$ cat config.mk
export PLATFORM = sky130hd
export DESIGN_NAME = flasher_step_scheduler_flat
export DESIGN_NICKNAME = d
export VERILOG_FILES = /design/src/rtl/flasher_step_scheduler_if.sv /design/src/rtl/flasher_step_scheduler.sv /design/src/flat_wrapper.sv
export SDC_FILE = /design/constraint.sdc
export NUM_CORES = 1
export LEC_CHECK = 0
export ABC_AREA = 0
export BUFFER_PORTS_ARGS = -buffer_cell sky130_fd_sc_hd__buf_2
export CAP_MARGIN = 20
export CORE_UTILIZATION = 30
export DETAILED_ROUTE_END_ITERATION = 10
export PLACE_DENSITY = 0.58
export REMOVE_ABC_BUFFERS = 1
export SYNTH_ARGS = -nofsm -noshare
export SYNTH_HDL_FRONTEND = slang
export SYNTH_SLANG_ARGS = --single-unit
$ cat constraint.sdc
create_clock -name clk -period 7.12 [get_ports clk]
set_clock_uncertainty 0.15 [all_clocks]
set_input_delay 0.712 -clock clk [delete_from_list [all_inputs] [get_ports clk]]
set_output_delay 0.712 -clock clk [all_outputs]
set_load 0.05 [all_outputs]
$ cat src/rtl/flasher_step_scheduler_if.sv
// Board-side bus of the flasher step scheduler: button, divider control,
// pause and LED feedback in; step strobe, flick request and status out.
interface flasher_step_scheduler_if #(
    parameter int DIV_W = 24
);
    logic             btn_raw;
    logic             div_load;
    logic [DIV_W-1:0] div_val;
    logic             pause;
    logic [15:0]      led_in;
    logic             step_en;
    logic             flick;
    logic [1:0]       state_o;
    logic             overrun;

    modport slave (
        input  btn_raw, div_load, div_val, pause, led_in,
        output step_en, flick, state_o, overrun
    );

    modport master (
        output btn_raw, div_load, div_val, pause, led_in,
        input  step_en, flick, state_o, overrun
    );
endinterface

$ cat src/rtl/flasher_step_scheduler.sv
// Step scheduler for the 16-LED bound flasher: debounced flick latch,
// programmable step prescaler and IDLE/RUN/PAUSED sequencing.
module flasher_step_scheduler #(
    parameter int DIV_W       = 24,
    parameter int DIV_DEFAULT = 12_000_000,
    parameter int DEB_CYCLES  = 16,
    parameter int IDLE_STEPS  = 2
) (
    input  logic clk,
    input  logic rst_n,
    flasher_step_scheduler_if.slave bus
);
    localparam int DBW = $clog2(DEB_CYCLES + 1);
    localparam int ZW  = $clog2(IDLE_STEPS + 1);
    localparam logic [DIV_W-1:0] DIV_RST = DIV_W'(DIV_DEFAULT);

    typedef enum logic [1:0] {
        S_IDLE   = 2'b00,
        S_RUN    = 2'b01,
        S_PAUSED = 2'b10
    } state_t;

    logic             r_sync1, r_sync2;
    logic             r_db, r_db_q;
    logic [DBW-1:0]   r_db_cnt;
    logic             r_pend, r_overrun;
    logic [DIV_W-1:0] r_div, r_cnt;
    logic [ZW-1:0]    r_zcnt;
    state_t           r_state;

    logic w_rise, w_term, w_step, w_zero, w_reach;

    assign w_rise  = r_db & ~r_db_q;
    assign w_term  = (r_cnt == r_div - DIV_W'(1));
    // A coincident load or pause wins over the terminal count.
    assign w_step  = (r_state == S_RUN) & w_term & ~bus.div_load & ~bus.pause;
    assign w_zero  = (bus.led_in == 16'h0000);
    assign w_reach = w_zero & (r_zcnt == ZW'(IDLE_STEPS - 1));

    always_ff @(posedge clk or negedge rst_n) begin
        if (!rst_n) begin
            r_sync1  <= 1'b0;
            r_sync2  <= 1'b0;
            r_db     <= 1'b0;
            r_db_cnt <= '0;
        end else begin
            r_sync1 <= bus.btn_raw;
            r_sync2 <= r_sync1;
            // Count consecutive cycles the synced level disagrees with btn_db.
            if (r_sync2 != r_db) begin
                if (r_db_cnt == DBW'(DEB_CYCLES - 1)) begin
                    r_db     <= r_sync2;
                    r_db_cnt <= '0;
                end else begin
                    r_db_cnt <= r_db_cnt + DBW'(1);
                end
            end else begin
                r_db_cnt <= '0;
            end
        end
    end

    always_ff @(posedge clk or negedge rst_n) begin
        if (!rst_n) begin
            r_db_q    <= 1'b0;
            r_pend    <= 1'b0;
            r_overrun <= 1'b0;
        end else begin
            r_db_q    <= r_db;
            r_overrun <= w_rise & r_pend & ~w_step;
            if (w_step)      r_pend <= w_rise;
            else if (w_rise) r_pend <= 1'b1;
        end
    end

    always_ff @(posedge clk or negedge rst_n) begin
        if (!rst_n) begin
            r_div <= DIV_RST;
            r_cnt <= '0;
        end else if (bus.div_load) begin
            r_div <= (bus.div_val == '0) ? DIV_W'(1) : bus.div_val;
            r_cnt <= '0;
        end else if (r_state == S_RUN && !bus.pause) begin
            r_cnt <= w_term ? '0 : r_cnt + DIV_W'(1);
        end else if (r_state == S_IDLE) begin
            r_cnt <= '0;
        end
    end

    always_ff @(posedge clk or negedge rst_n) begin
        if (!rst_n) begin
            r_state <= S_IDLE;
            r_zcnt  <= '0;
        end else begin
            case (r_state)
                S_IDLE: begin
                    r_zcnt <= '0;
                    if (r_pend) r_state <= S_RUN;
                end
                S_RUN: begin
                    if (bus.pause) begin
                        r_state <= S_PAUSED;
                    end else if (w_step) begin
                        if (w_reach) begin
                            // A pending flick restarts the sequence instead of idling.
                            r_zcnt <= '0;
                            if (!r_pend) r_state <= S_IDLE;
                        end else begin
                            r_zcnt <= w_zero ? r_zcnt + ZW'(1) : '0;
                        end
                    end
                end
                S_PAUSED: begin
                    if (!bus.pause) r_state <= S_RUN;
                end
                default: r_state <= S_IDLE;
            endcase
        end
    end

    assign bus.step_en = w_step;
    assign bus.flick   = r_pend;
    assign bus.state_o = r_state;
    assign bus.overrun = r_overrun;
endmodule

$ cat src/flat_wrapper.sv
// flat-port wrapper written by rule: the top's interface ports become plain ports
module flasher_step_scheduler_flat 
#(
    parameter int DIV_W       = 24,
    parameter int DIV_DEFAULT = 12_000_000,
    parameter int DEB_CYCLES  = 16,
    parameter int IDLE_STEPS  = 2
)
  (clk, rst_n, bus_btn_raw, bus_div_load, bus_div_val, bus_pause, bus_led_in, bus_step_en, bus_flick, bus_state_o, bus_overrun);
  flasher_step_scheduler_if #(.DIV_W(DIV_W)) bus_i ();
  input  logic clk;
  input  logic rst_n;
  input wire logic [$bits(bus_i.btn_raw)-1:0] bus_btn_raw;
  input wire logic [$bits(bus_i.div_load)-1:0] bus_div_load;
  input wire logic [$bits(bus_i.div_val)-1:0] bus_div_val;
  input wire logic [$bits(bus_i.pause)-1:0] bus_pause;
  input wire logic [$bits(bus_i.led_in)-1:0] bus_led_in;
  output wire logic [$bits(bus_i.step_en)-1:0] bus_step_en;
  output wire logic [$bits(bus_i.flick)-1:0] bus_flick;
  output wire logic [$bits(bus_i.state_o)-1:0] bus_state_o;
  output wire logic [$bits(bus_i.overrun)-1:0] bus_overrun;
  assign bus_i.btn_raw = bus_btn_raw;
  assign bus_i.div_load = bus_div_load;
  assign bus_i.div_val = bus_div_val;
  assign bus_i.pause = bus_pause;
  assign bus_i.led_in = bus_led_in;
  assign bus_step_en = bus_i.step_en;
  assign bus_flick = bus_i.flick;
  assign bus_state_o = bus_i.state_o;
  assign bus_overrun = bus_i.overrun;
  flasher_step_scheduler #(.DIV_W(DIV_W), .DIV_DEFAULT(DIV_DEFAULT), .DEB_CYCLES(DEB_CYCLES), .IDLE_STEPS(IDLE_STEPS)) u_core (.clk(clk), .rst_n(rst_n), .bus(bus_i));
endmodule
==> results.json <==
{
  "async_flop_share_pct": 100,
  "drive_above_1_share_pct": 25.0,
  "holdCritPathClass": "reg -> reg",
  "synth.avg_cell_area_sq_um": 9.29,
  "die_y_um": 121,
  "clock-root-buffer": "clkbuf_16",
  "drt_iter0_markers": 220,
  "maxSlewViolCount": 0,
  "design_area_sq_mm": 0.00493,
  "syn2layout_area_growth_pct": 16.4,
  "drtAntennaViolNets": 0,
  "fin_ws_ns": 2.98,
  "muxShareOfSynthArea_pct": 6.03,
  "worstMarginPinSlew_ns": 0.858,
  "rows": 43,
  "vias": 3644,
  "postCtsSetupBuffers": 0,
  "power_density_mw_per_mm2": 204,
  "hpwl_mm": 7.77,
  "synthCells": 456,
  "min_period_ns": 4.14,
  "h-tree-depth": 3,
  "cap_violations": 0,
  "syn_area_sq_mm": 0.00423,
  "synth_most_common_cell": "dfrtp_1",
  "cts_hold_buf": 0,
  "gp_congestion": 0.864,
  "grt_usage_pct": 15.5,
  "grt_pass1_vias": 3477,
  "place_inst": 664,
  "yosys.area_share.adder_pct": 1.18,
  "wire_per_inst_um": 15.6,
  "max_freq_ghz": 0.241,
  "route.final.wire_length_mm": 10.6,
  "cts-resized-gates": 0,
  "insertion_delay_ns": 0.34,
  "clockBufferDepth": 2,
  "synthSimpleGateAreaFrac_pct": 24.5,
  "path_max_fanout": 13,
  "stdcell_count": 680,
  "finalNetCount": 544,
  "portBuffers": 49,
  "synthXorXnorAreaFrac_pct": 6.83,
  "pin_count": 50,
  "hold_ws_ns": 0.200,
  "required_ns": 6.26,
  "setup_tns_ns": 0,
  "drcViolationCount": 0,
  "clock_sinks": 63,
  "drtPass1Iterations": 4,
  "grt_remaining_overflow": 0,
  "numCtsBuffers": 9,
  "cp-start-kind": "register",
  "clkTransAtPathRegs_ns": 0.06,
  "p_total_mw": 1.00,
  "core_sq_mm": 0.0138,
  "relSlewSlack_pct": 42.3,
  "cp-end-kind": "output pin",
  "setup_viol": 0,
  "total_leakage_power_nw": 1.98,
  "cts_tree": "done",
  "antenna_found_initial": 0,
  "grt_max_degree": 64,
  "ys_warn_count": 0,
  "synth-seq-area-share_pct": 37.5,
  "arrival_ns": 3.28,
  "grt_pass1_wl_mm": 17.4,
  "synthTopCellsByCount": "dfrtp_1 (53), nand2_1 (43), o21ai_0 (28), nor2_1 (26)",
  "ys_ff_latch": 63,
  "synth_top_area_share_pct": 31.3,
  "synth_compound_area_share_pct": 19.9,
  "synth_top_cell_by_area": "dfrtp_1",
  "rsz0062_at_grt": "false",
  "period_share_pct": 58.2,
  "outcome": "finished clean",
  "ys_types": 70,
  "irDropWorstVdd_mv": 0.100,
  "die_area_sq_mm": 0.0146,
  "placed_area_sq_mm": 0.00462,
  "utilization_pct": 35.6,
  "diodes": 0,
  "vias_per_cell": 5.36,
  "final-hold-violation-count": 0,
  "start_util_pct": 30.6,
  "ys.flop_type": "dfrtp_1",
  "die_w_um": 121,
  "ys_top_cells_by_area": "dfrtp_1 (31%), dfstp_2 (6.2%), mux2_2 (5.3%)",
  "worstSetupPathType": "reg -> out",
  "synth-edff-count": 0,
  "synth_top_family_by_area": "simple AND/OR/NAND/NOR gates",
  "post-place-ws_ns": 3.24
}
## final timing paths
kind | cells past startpoint | startpoint | slack (ns) | to
max | 9 | u_core.r_div[0] | 2.98 | bus_step_en
min | 0 | u_core.r_sync1 | 0.20 | u_core.r_sync2
max reg2reg | 9 | u_core.r_div[4] | 3.22 | u_core.r_cnt[8]
min reg2reg | 0 | u_core.r_sync1 | 0.20 | u_core.r_sync2
max in group asynchronous | 2 | rst_n | 5.86 | u_core.r_div[5]
min in group asynchronous | 2 | rst_n | 0.38 | u_core.r_sync1
## cell usage in the layout (no fill, tap or decap), drive strengths merged, types with 5 or more instances in the layout
cell    count
or4         5
xor2       15
nand2      43
xnor2      18
clkbuf     10
a21oi      11
o31ai       5
nor4       16
or3        11
a41oi      10
buf        53
a211oi     11
nand3      21
nor4b       5
nor2b       5
o21ai      29
mux2       20
nor3        8
dfstp      10
a21o       12
dfrtp      53
inv        13
nand2b      8
and3        5
nor2       27
nand4       8
## final cells by class
| type | instances | area [sq um] |
|---|---|---|
| Clock inverter | 6 | 70.1 |
| Timing Repair Buffer | 53 | 275 |
| Clock buffer | 10 | 239 |
| Fill cell | 1371 | 8900 |
| Sequential cell | 63 | 1590 |
| Inverter | 13 | 48.8 |
| Multi-Input combinational cell | 355 | 2480 |
| Tap cell | 180 | 225 |
## kinds of logic (layout without fill, tap and decap cells)
kind of cell | Yosys count | in the layout
AOI/OAI and AO/OA | 110 | 110
buffers and inverters | 38 | 82
adders and majority gates | 4 | 4
and+or+nand+nor | 185 | 185
DFF | 63 | 63
muxes | 23 | 23
xor gates and xnor gates | 33 | 33
## critical path: stages (launching register included)
cell and delay (ns):
dfrtp_1 0.44, inv_1 0.11, ha_1 0.28, nor3b_1 0.41, nand2_1 0.27, nor4b_1 0.35, a21o_1 0.12, a32o_1 0.44
and3_1 0.25, buf_2 0.27
## power breakdown
| part | leakage (nW) | internal, mW | switching (mW) |
|---|---|---|---|
| clock network | 0.141 | 0.281 | 0.171 |
| registers | 0.809 | 0.382 | 0.0287 |
| logic | 1.03 | 0.0567 | 0.0846 |
## routing by layer
layer	up-vias	GRT usage, %	wire (um)
li1	1786	-	-
met4	0	7.64	220
met1	1779	19.4	4840
met2	66	25.4	5280
met5	-	0	0
met3	13	3.07	259
## sequential cells by signal, summed over array words and instances (netlist names)
name / cells
u_core.r_div: 24
u_core.r_cnt: 24
u_core.r_sync1: 1
u_core.r_db_cnt: 5
u_core.bus.overrun: 1
u_core.r_db_q: 1
u_core.bus.flick: 1
u_core.bus.state_o: 2
u_core.r_zcnt: 2
u_core.r_db: 1
u_core.r_sync2: 1
(Power assumes the default switching activity.)
